===== config.mk =====
export PLATFORM = sky130hd
export DESIGN_NAME = fir_decimator
export DESIGN_NICKNAME = d
export VERILOG_FILES = /design/src/rtl/fir_decimator.sv
export SDC_FILE = /design/constraint.sdc
export NUM_CORES = 1
export LEC_CHECK = 0
export ABC_AREA = 0
export CAP_MARGIN = 20
export CORE_MARGIN = 4
export CORE_UTILIZATION = 50
export DETAILED_ROUTE_END_ITERATION = 10
export PLACE_DENSITY_LB_ADDON = 0.15
export SLEW_MARGIN = 10
export SYNTH_ARGS = -nofsm -noshare
export SYNTH_HDL_FRONTEND = slang
export SYNTH_SLANG_ARGS = --single-unit

===== constraint.sdc =====
create_clock -name clock -period 1.8 [get_ports clock]
set_input_delay 0.36 -clock clock [delete_from_list [all_inputs] [get_ports clock]]
set_output_delay 0.36 -clock clock [all_outputs]
set_load 0.01 [all_outputs]

===== src/rtl/fir_decimator.sv =====
// fir_decimator: sums every DECIM qualified filter samples into one ACC_W-bit
// result and queues results in a DEPTH-entry FIFO drained over valid/ready.
// A result that finds the FIFO full is dropped and latches the sticky overflow.
// Optional build macro: FIR_DEC_SAT_EN -- accumulator saturates at 2^ACC_W-1
// instead of wrapping modulo 2^ACC_W.
module fir_decimator #(
  parameter int unsigned IN_W  = 4,
  parameter int unsigned DECIM = 4,
  parameter int unsigned ACC_W = 6,
  parameter int unsigned DEPTH = 4
) (
  input  logic                       clock,
  input  logic                       reset,
  input  logic                       in_en,
  input  logic [IN_W-1:0]            in_data,
  output logic                       out_valid,
  input  logic                       out_ready,
  output logic [ACC_W-1:0]           out_data,
  output logic [$clog2(DEPTH):0]     fifo_count,
  output logic                       overflow,
  input  logic                       clr_ovf
);

  localparam int unsigned PH_W  = $clog2(DECIM);
  localparam int unsigned PTR_W = $clog2(DEPTH);
  localparam int unsigned CNT_W = PTR_W + 1;

  logic [PH_W-1:0]  ph;
  logic [ACC_W-1:0] acc;
  logic [ACC_W-1:0] sum;
  logic [ACC_W-1:0] mem [DEPTH];
  logic [PTR_W-1:0] rd_ptr, wr_ptr, rd_nxt;
  logic [ACC_W-1:0] head_nxt;
  logic             blk_done, pop, push_ok, push_rej;

`ifdef FIR_DEC_SAT_EN
  // One extra bit catches the carry; any carry means the sum is clamped.
  logic [ACC_W:0] sum_ext;
  assign sum_ext = {1'b0, acc} + (ACC_W+1)'(in_data);
  assign sum     = sum_ext[ACC_W] ? '1 : sum_ext[ACC_W-1:0];
`else
  assign sum = acc + ACC_W'(in_data);
`endif

  assign blk_done  = in_en && (ph == PH_W'(DECIM - 1));
  assign out_valid = (fifo_count != '0);
  assign pop       = out_valid && out_ready;
  // A full FIFO still takes the result if the head leaves this same cycle.
  assign push_ok   = blk_done && ((fifo_count < CNT_W'(DEPTH)) || pop);
  assign push_rej  = blk_done && !push_ok;
  assign rd_nxt    = rd_ptr + 1'b1;

  // Phase/accumulator: gaps in in_en hold state; block completion clears both.
  always_ff @(posedge clock or negedge reset) begin
    if (!reset) begin
      ph  <= '0;
      acc <= '0;
    end else if (in_en) begin
      if (blk_done) begin
        ph  <= '0;
        acc <= '0;
      end else begin
        ph  <= ph + 1'b1;
        acc <= sum;
      end
    end
  end

  // FIFO storage; contents are meaningless outside fifo_count, so no reset.
  always_ff @(posedge clock) begin
    if (push_ok) mem[wr_ptr] <= sum;
  end

  // Next registered head: the entry behind a popped head, a result landing
  // in an empty (or emptying) FIFO, or zero when nothing is left.
  always_comb begin
    head_nxt = out_data;
    if (pop) begin
      if (fifo_count > CNT_W'(1)) head_nxt = mem[rd_nxt];
      else if (push_ok)           head_nxt = sum;
      else                        head_nxt = '0;
    end else if (!out_valid && push_ok) begin
      head_nxt = sum;
    end
  end

  // Pointers, occupancy, registered head and sticky overflow (set beats clear).
  always_ff @(posedge clock or negedge reset) begin
    if (!reset) begin
      rd_ptr     <= '0;
      wr_ptr     <= '0;
      fifo_count <= '0;
      out_data   <= '0;
      overflow   <= 1'b0;
    end else begin
      if (push_ok) wr_ptr <= wr_ptr + 1'b1;
      if (pop)     rd_ptr <= rd_nxt;
      case ({push_ok, pop})
        2'b10:   fifo_count <= fifo_count + 1'b1;
        2'b01:   fifo_count <= fifo_count - 1'b1;
        default: fifo_count <= fifo_count;
      endcase
      out_data <= head_nxt;
      if (push_rej)     overflow <= 1'b1;
      else if (clr_ovf) overflow <= 1'b0;
    end
  end

endmodule


== Yosys cells after proc, flatten, opt, wreduce, memory -nomap -nowiden ==
Memory sizes are Yosys's and may differ from the RTL's.
Cells that the tools add are included.

* $add $sub $neg: 6
* $lt $le $gt $ge: 2
* Equality and inequality tests: 3
* Reduce and logical (&&, ||, !) cells: 12
* Muxes and demuxes: 11

{| class="wikitable"
|+ Operators with widths
! kind !! number
|-
| $mux 6 || 5
|-
| $add 2x1->2 const B || 3
|-
| $add 6x4->6 || 1
|-
| $pmux 3 s2 || 1
|-
| $reduce_bool 2->1 || 3
|-
| $logic_and 1x1->1 || 5
|-
| $eq 2x2->1 const B || 2
|-
| $mux 1 || 4
|-
| $add 3x1->3 const B || 1
|-
| $gt 3x1->1 const B || 1
|-
| $lt 3x3->1 const B || 1
|-
| $reduce_bool 3->1 || 1
|-
| $sub 3x1->3 const B || 1
|-
| $eq 2x1->1 const B || 1
|-
| $logic_not 1->1 || 2
|-
| $mux 2 || 1
|-
| $logic_or 1x1->1 || 1
|}

* Flip-flop bits (word level): 22
* Memories: 1
* Input bits: 9
* Output and inout port bits: 11
* Bits in writable memories: 24

{| class="wikitable"
|+ Memories
! name !! depth !! bits a word !! rd ports !! clocked after memory_dff !! write ports !! line !! source
|-
| mem || 4 || 6 || 1 || 0 || 1 || 31 || <nowiki>logic [ACC_W-1:0] mem [DEPTH];</nowiki>
|}

== Logic depth before layout (Yosys ltp) ==
* Depth in word-level cells: 7
* Depth in mapped cells: 9

== Worst setup path after synthesis ==
OpenSTA, ideal clock, no wires.

* Path kind: register to register
* Start: register fifo_count[0]
* End: register fifo_count[2]
* Path slack: 0.018 ns
* Required time: 1.678 ns
* Cell stages (with the launch flop): 10
* Setup time: 0.122 ns
* Data arrival time: 1.659 ns
* Path through: dfrtp_1 > inv_1 > ha_1 > nand2b_4 > and2_4 > buf_6 > ha_1 > mux2i_1 > nor2_1 > xnor2_1

* Cells in the longest elaborated chain, start to end: 6

{| class="wikitable"
|+ Ends and longest elaborated chain
! element !! line !! source
|-
| start: declaration || 19 || <nowiki>output logic [$clog2(DEPTH):0] fifo_count,</nowiki>
|-
| start signal: assignment || 99 || <nowiki>2'b10: fifo_count <= fifo_count + 1'b1;</nowiki>
|-
| start signal: assignment || 100 || <nowiki>2'b01: fifo_count <= fifo_count - 1'b1;</nowiki>
|-
| start signal: assignment || 101 || <nowiki>default: fifo_count <= fifo_count;</nowiki>
|-
| $reduce_bool 3->1 * || 46 || <nowiki>assign out_valid = (fifo_count != '0);</nowiki>
|-
| via out_valid || 16 || <nowiki>output logic out_valid,</nowiki>
|-
| $logic_and 1x1->1 * || 47 || <nowiki>assign pop = out_valid && out_ready;</nowiki>
|-
| via pop || 34 || <nowiki>logic blk_done, pop, push_ok, push_rej;</nowiki>
|-
| $logic_or 1x1->1 || 49 || <nowiki>assign push_ok = blk_done && ((fifo_count < CNT_W'(DEPTH)) || pop);</nowiki>
|-
| $logic_and 1x1->1 || 49 ||
|-
| $eq 2x1->1 or $eq 2x2->1 (tied branches) || 98 || <nowiki>case ({push_ok, pop})</nowiki>
|-
| $pmux 3 s2 or $reduce_bool 2->1 (tied branches) || n/a ||
|}

Mark *: on every way through the listed nets, which the timed path passes. The rest lies on a longest branch.
A chain may end at the register's enable or synchronous reset.

== Worst setup path after layout ==
* Start: input port in_data[2]
* End: memory mem[3][5] (data pin)

* Cells in the longest elaborated chain, start to end: 1

{| class="wikitable"
|+ Ends and longest elaborated chain
! element !! line !! source
|-
| start: declaration || 15 || <nowiki>input logic [IN_W-1:0] in_data,</nowiki>
|-
| $add 6x4->6 || 42 || <nowiki>assign sum = acc + ACC_W'(in_data);</nowiki>
|-
| via sum[5] || 30 || <nowiki>logic [ACC_W-1:0] sum;</nowiki>
|-
| end: declaration || 31 ||
|}

The timed path passes the listed nets, and every way through them passes these cells.

==> qor.yml <==
cells_and_area:
  drive_gt1_share_pct: 30.28
  ff_latch_area_um2: 1271
  fin_nets: 241
  diodes: 0
  multiInputGateArea_um2: 894.6
  fill_cells: 309
  syn_to_final_growth_pct: 26.87
synthesis:
  yosysTopAreaCellShare_pct: 32.18
  synth_flop_cell: "edfxtp_1"
  ys_types: 34
  async_reset_ff_share_pct: 47.83
  synth-seq-area-share_pct: 56.76
  synth_area_um2: 2240
  syn_avg_cell_area_um2: 13.49
  synthTopCellsByCount: "edfxtp_1, dfrtp_1, inv_1"
  synthesis.nets: 190
  yosysMostFrequentCell: "edfxtp_1"
  syn_inst: 166
  synth_edf_count: 24
  synth-seq-cells: 46
  synth_top_cell_by_area: "edfxtp_1"
  synth.area.top_cells: "edfxtp_1, dfrtp_1, ha_1"
  yosysWarnings: 0
grt:
  groute.usage.overall_pct: 15.94
  grt_start_max_net_pins: 23
  first_global_vias: 1430
  grt.overflow.total: 0
  grt_first_pass_wirelength_um: 6665
  grt_antenna_before_repair: 0
clock_network:
  htreeDepth: 2
  clock_tree.root_cell: "clkbuf_8"
  clock-sinks: 46
  clk_pin_slew_ns: 0.09
  cts_tree: "built"
  cts_max_path_buffers: 2
  clkLatencyLatePin_ns: 0.29
  cts_made_buffers: 5
power_and_ir_drop:
  vdd_drop_max_uv: 968.5
  leakage_nw: 1.202
  total_power_mw: 4.737
  power_density_nw_per_um2: 1667
timing:
  rsz0062_at_grt: "true"
  fin_crit_sh_pct: 98.46
  worstMarginPinSlew_ns: 0.3415
  fmax_mhz: 564.2
  holdWs_ns: 0.4073
  finalWorstSetupSlack_ns: 0.02766
  min_period_ns: 1.772
  hold_violations: 0
  setup_viol: 0
  setup_tns_ns: 0
  slew_violations: 0
  slew_headroom_pct: 77.23
  finClkSkew_ns: 0.008541
placed_design:
  detailed_place_hpwl_um: 3078
  place_ws_ns: -0.5189
  routabilityCongestion: 0.7481
  port_buffers: 19
critical_path:
  required_ns: 1.86
  endpoint_kind: "register"
  path_class: "in2reg"
  startpoint_type: "input port"
  critPathLaunch: "in_data[2]"
  rr_startpoint: "acc[0]"
  worstPathMaxFanout: 4
  critPathArrivalTime_ns: 1.83
detailed_routing:
  top_layer: "met4"
  wire_per_inst_um: 14.60
  drc: 0
  vias: 1361
  drtIter0Drc: 84
  vias_per_cell: 5.041
  wl_met2_um: 2026
  drt-met1-wl_um: 1733
  wl_um: 3943
  drtPass1Iterations: 4
  wl_met3_um: 150
  ant_nets: 0
hold_path:
  hold_class: "in2async"
floorplanning:
  io_pins: 20
  chipWidth_um: 74.93
  dieArea_um2: 5614
  rows: 24
  core-area_um2: 4354
  start_util_pct: 51.44
  die_height_um: 74.93
outcome:
  status: "complete, no violations"
flow_run:
  cap_violations: 0
==> placed cells by master (no fill, tap or decap), drive strengths merged, types with 7 or more instances in the layout <==
master          n
ha             14
clkdlybuf4s50  16
nand2           9
a21oi           7
buf            32
xnor2           9
nor2           10
edfxtp         24
inv            21
dfrtp          22
o22ai           7
==> critical path: stages <==
cell and delay (ns):
clkdlybuf4s50_1 0.40, ha_1 0.30, and3_1 0.19, o2bb2ai_2 0.13
xnor2_2 0.16, buf_4 0.15, buf_4 0.13
==> per-stage QoR <==
stage	cell area (µm²)	util, %	cells
final	2841	65.26	270
after global routing	2841	65.26	270
after CTS	2785	63.97	268
after detailed placement	2656	61.01	259
after global placement	2656	61.01	259
after floorplan	2240	-	166
==> layout make-up <==
| class | instances | share of cell area, % |
|---|---|---|
| Clock inverter | 3 | 0.8366 |
| Multi-Input combinational cell | 93 | 31.48 |
| Timing Repair Buffer | 51 | 15.59 |
| Sequential cell | 46 | 44.74 |
| Tap cell | 52 | 2.290 |
| Inverter | 20 | 2.642 |
| Clock buffer | 5 | 2.422 |
==> final timing paths <==
check                               to  slack (ns)  depth (start not counted)
max                          mem[3][5]        0.03                          7
min                        out_data[5]        0.41                          2
max reg2reg                out_data[4]        0.07                          8
min reg2reg                      ph[0]        0.50                          1
max in group asynchronous       acc[4]        1.15                          2
min in group clock               ph[0]        0.50                          1
==> flip-flops by register name, summed over array words and instances, names as in the netlist <==
signal	cells
mem	24
acc	6
out_data	6
fifo_count	3
ph	2
rd_ptr	2
wr_ptr	2
overflow	1
==> logic make-up (layout without fill, tap and decap cells) <==
group	count (synthesis)	count (layout)	share of synthesized area, %
compound gates	27	27	8.994
mux	9	9	7.430
fa+ha+maj	15	15	8.715
buf+inv	27	79	6.425
simple gates	32	32	7.431
flops	46	46	56.76
xor+xnor	10	10	4.246
==> repair_timing <==
item	4_1_cts	5_1_grt
hold buffers	0	0
pin swaps	4	7
setup endpoints to repair	13	13
setup buffers	1	2
resized for setup	10	6
==> power by group <==
part	switching, mW	internal (mW)
sequential	0.179	1.52
clock	0.352	0.278
combinational	1.10	1.30
total	1.63	3.10
==> layer usage <==
layer	vias up	global-route usage, %
met5	-	0
met4	0	4.743
met3	5	3.204
met2	26	26.98
met1	656	20.77
li1	674	-
Note: power is estimated with default switching activity, not from simulation.
==> edit, RTL diff (same flow settings) <==
Set the parameter `IN_W` to 3 (it was 4).
--- a/src/rtl/fir_decimator.sv
+++ b/src/rtl/fir_decimator.sv
@@ -5,5 +5,5 @@
 // instead of wrapping modulo 2^ACC_W.
 module fir_decimator #(
-  parameter int unsigned IN_W  = 4,
+  parameter int unsigned IN_W  = 3,
   parameter int unsigned DECIM = 4,
   parameter int unsigned ACC_W = 6,
Ports: changed (resized in_data); port bits go from 20 to 19. No check against the original RTL was run, so the function may have changed too.
==> edit against the unedited design <==
Clock skew grew 0.0042 ns; cell area down 4.2%; register-to-register slack about the same; setup slack improved by 0.022 ns; sequential cell count unchanged; area after synthesis is 2.8% lower; wire length grew 9.2%; count of clock-buffer cells in the layout did not move; power decreased by 8.2%; critical path depth shrank 1; critical endpoint is now acc[4]$_DFFE_PN0P_.
==> edit: results (changes against the unedited design) <==
metric	value	unit	change
P_leak	1.106	nW	-7.9%
number of fill cells	302		-2.3%
Largest delay share family, worst path	compound AO/OA/AOI/OAI gates		
post-CTS resize count	5		-5
P_sw	1.561	mW	-4.4%
initial DRC count	98		+17%
first-pass GRT wire length	7086	um	+6.3%
Reg-to-Reg Start	fifo_count[0]$_DFFE_PN0P_		
final net count	224		-7.1%
reg2reg end	out_data[3]$_DFFE_PN0P_		
WL/cell	17.02	um	+17%
Post-Route WL	4306	um	+9.2%
Critical Path Start	in_data[0]		
fraction of layout cells with a size suffix above 1	25.62	%	-4.7 points
Fin Clk Skew	0.01271	ns	+0.004172 ns
routability cong.	0.9022		+21%
GRT Resource Usage Total	17.49	%	+1.6 points
syn_nets	183		-3.7%
status	finished, final reports clean		
synth unique cells	36		+5.9%
CTS Root Cell	clkbuf_8		
kind of end point of the critical path	register		
FF-to-FF path depth	5		-3
Clk pwr share	14.3	%	+1.0 points
post-CTS setup buffer count	0		-1
Synth top cells by count	24 x edfxtp_1, 22 x dfrtp_1, 13 x ha_1, 10 x nor2_1		
Met1 Wirelength	1961	um	+13%
met3 wire len	155	um	+3.3%
post-synthesis sequential area ratio	58.42	%	+1.7 points
Comb. pwr	2.00	mW	-17%
crit path max fanout	6		+2
placed cells	245		-5.4%
Worst EP arrival	1.93	ns	+0.10 ns
syn avg cell area	13.51	um^2	+0.17%
crit path to	acc[4]$_DFFE_PN0P_		
relative slew slack	69.91	%	-7.3 points
IO Port Bufs	18		-1
Vias	1396		+2.6%
HPWL after DPL	3261	um	+6.0%
## edit: cell families (layout without fill, tap and decap cells)
family	Yosys count	after routing	synth area share, %
AO/OA/AOI/OAI	35	35	11.56
XOR/XNOR	7	7	2.818
adder cells (fa/ha/maj)	14	14	8.396
buffers and inverters	14	56	2.932
flip-flops	46	46	58.42
multiplexers	10	10	8.108
AND/OR/NAND/NOR	35	35	7.764
## edit: area by class of cell
type	instances	area share (%)
sequential	46	46.71
multi-input combinational	101	33.89
timing repair buffer	39	12.55
clock buffer	5	2.529
tap	50	2.299
inverter	9	1.241
clock inverter	3	0.7816
## edit: metrics by stage
stage / total power, mW / hold WS (ns) / setup slack, ns / area [um^2]
after floorplan: 2.837 / 0.06441 / 0.04818 / 2176
after global placement: 3.482 / 0.4662 / -0.3109 / 2546
after detailed placement: 3.587 / 0.4805 / -0.4167 / 2546
after CTS: 4.261 / 0.4075 / 0.008621 / 2656
after global routing: 4.644 / 0.4271 / 0.01011 / 2721
final: 4.349 / 0.3987 / 0.04920 / 2721
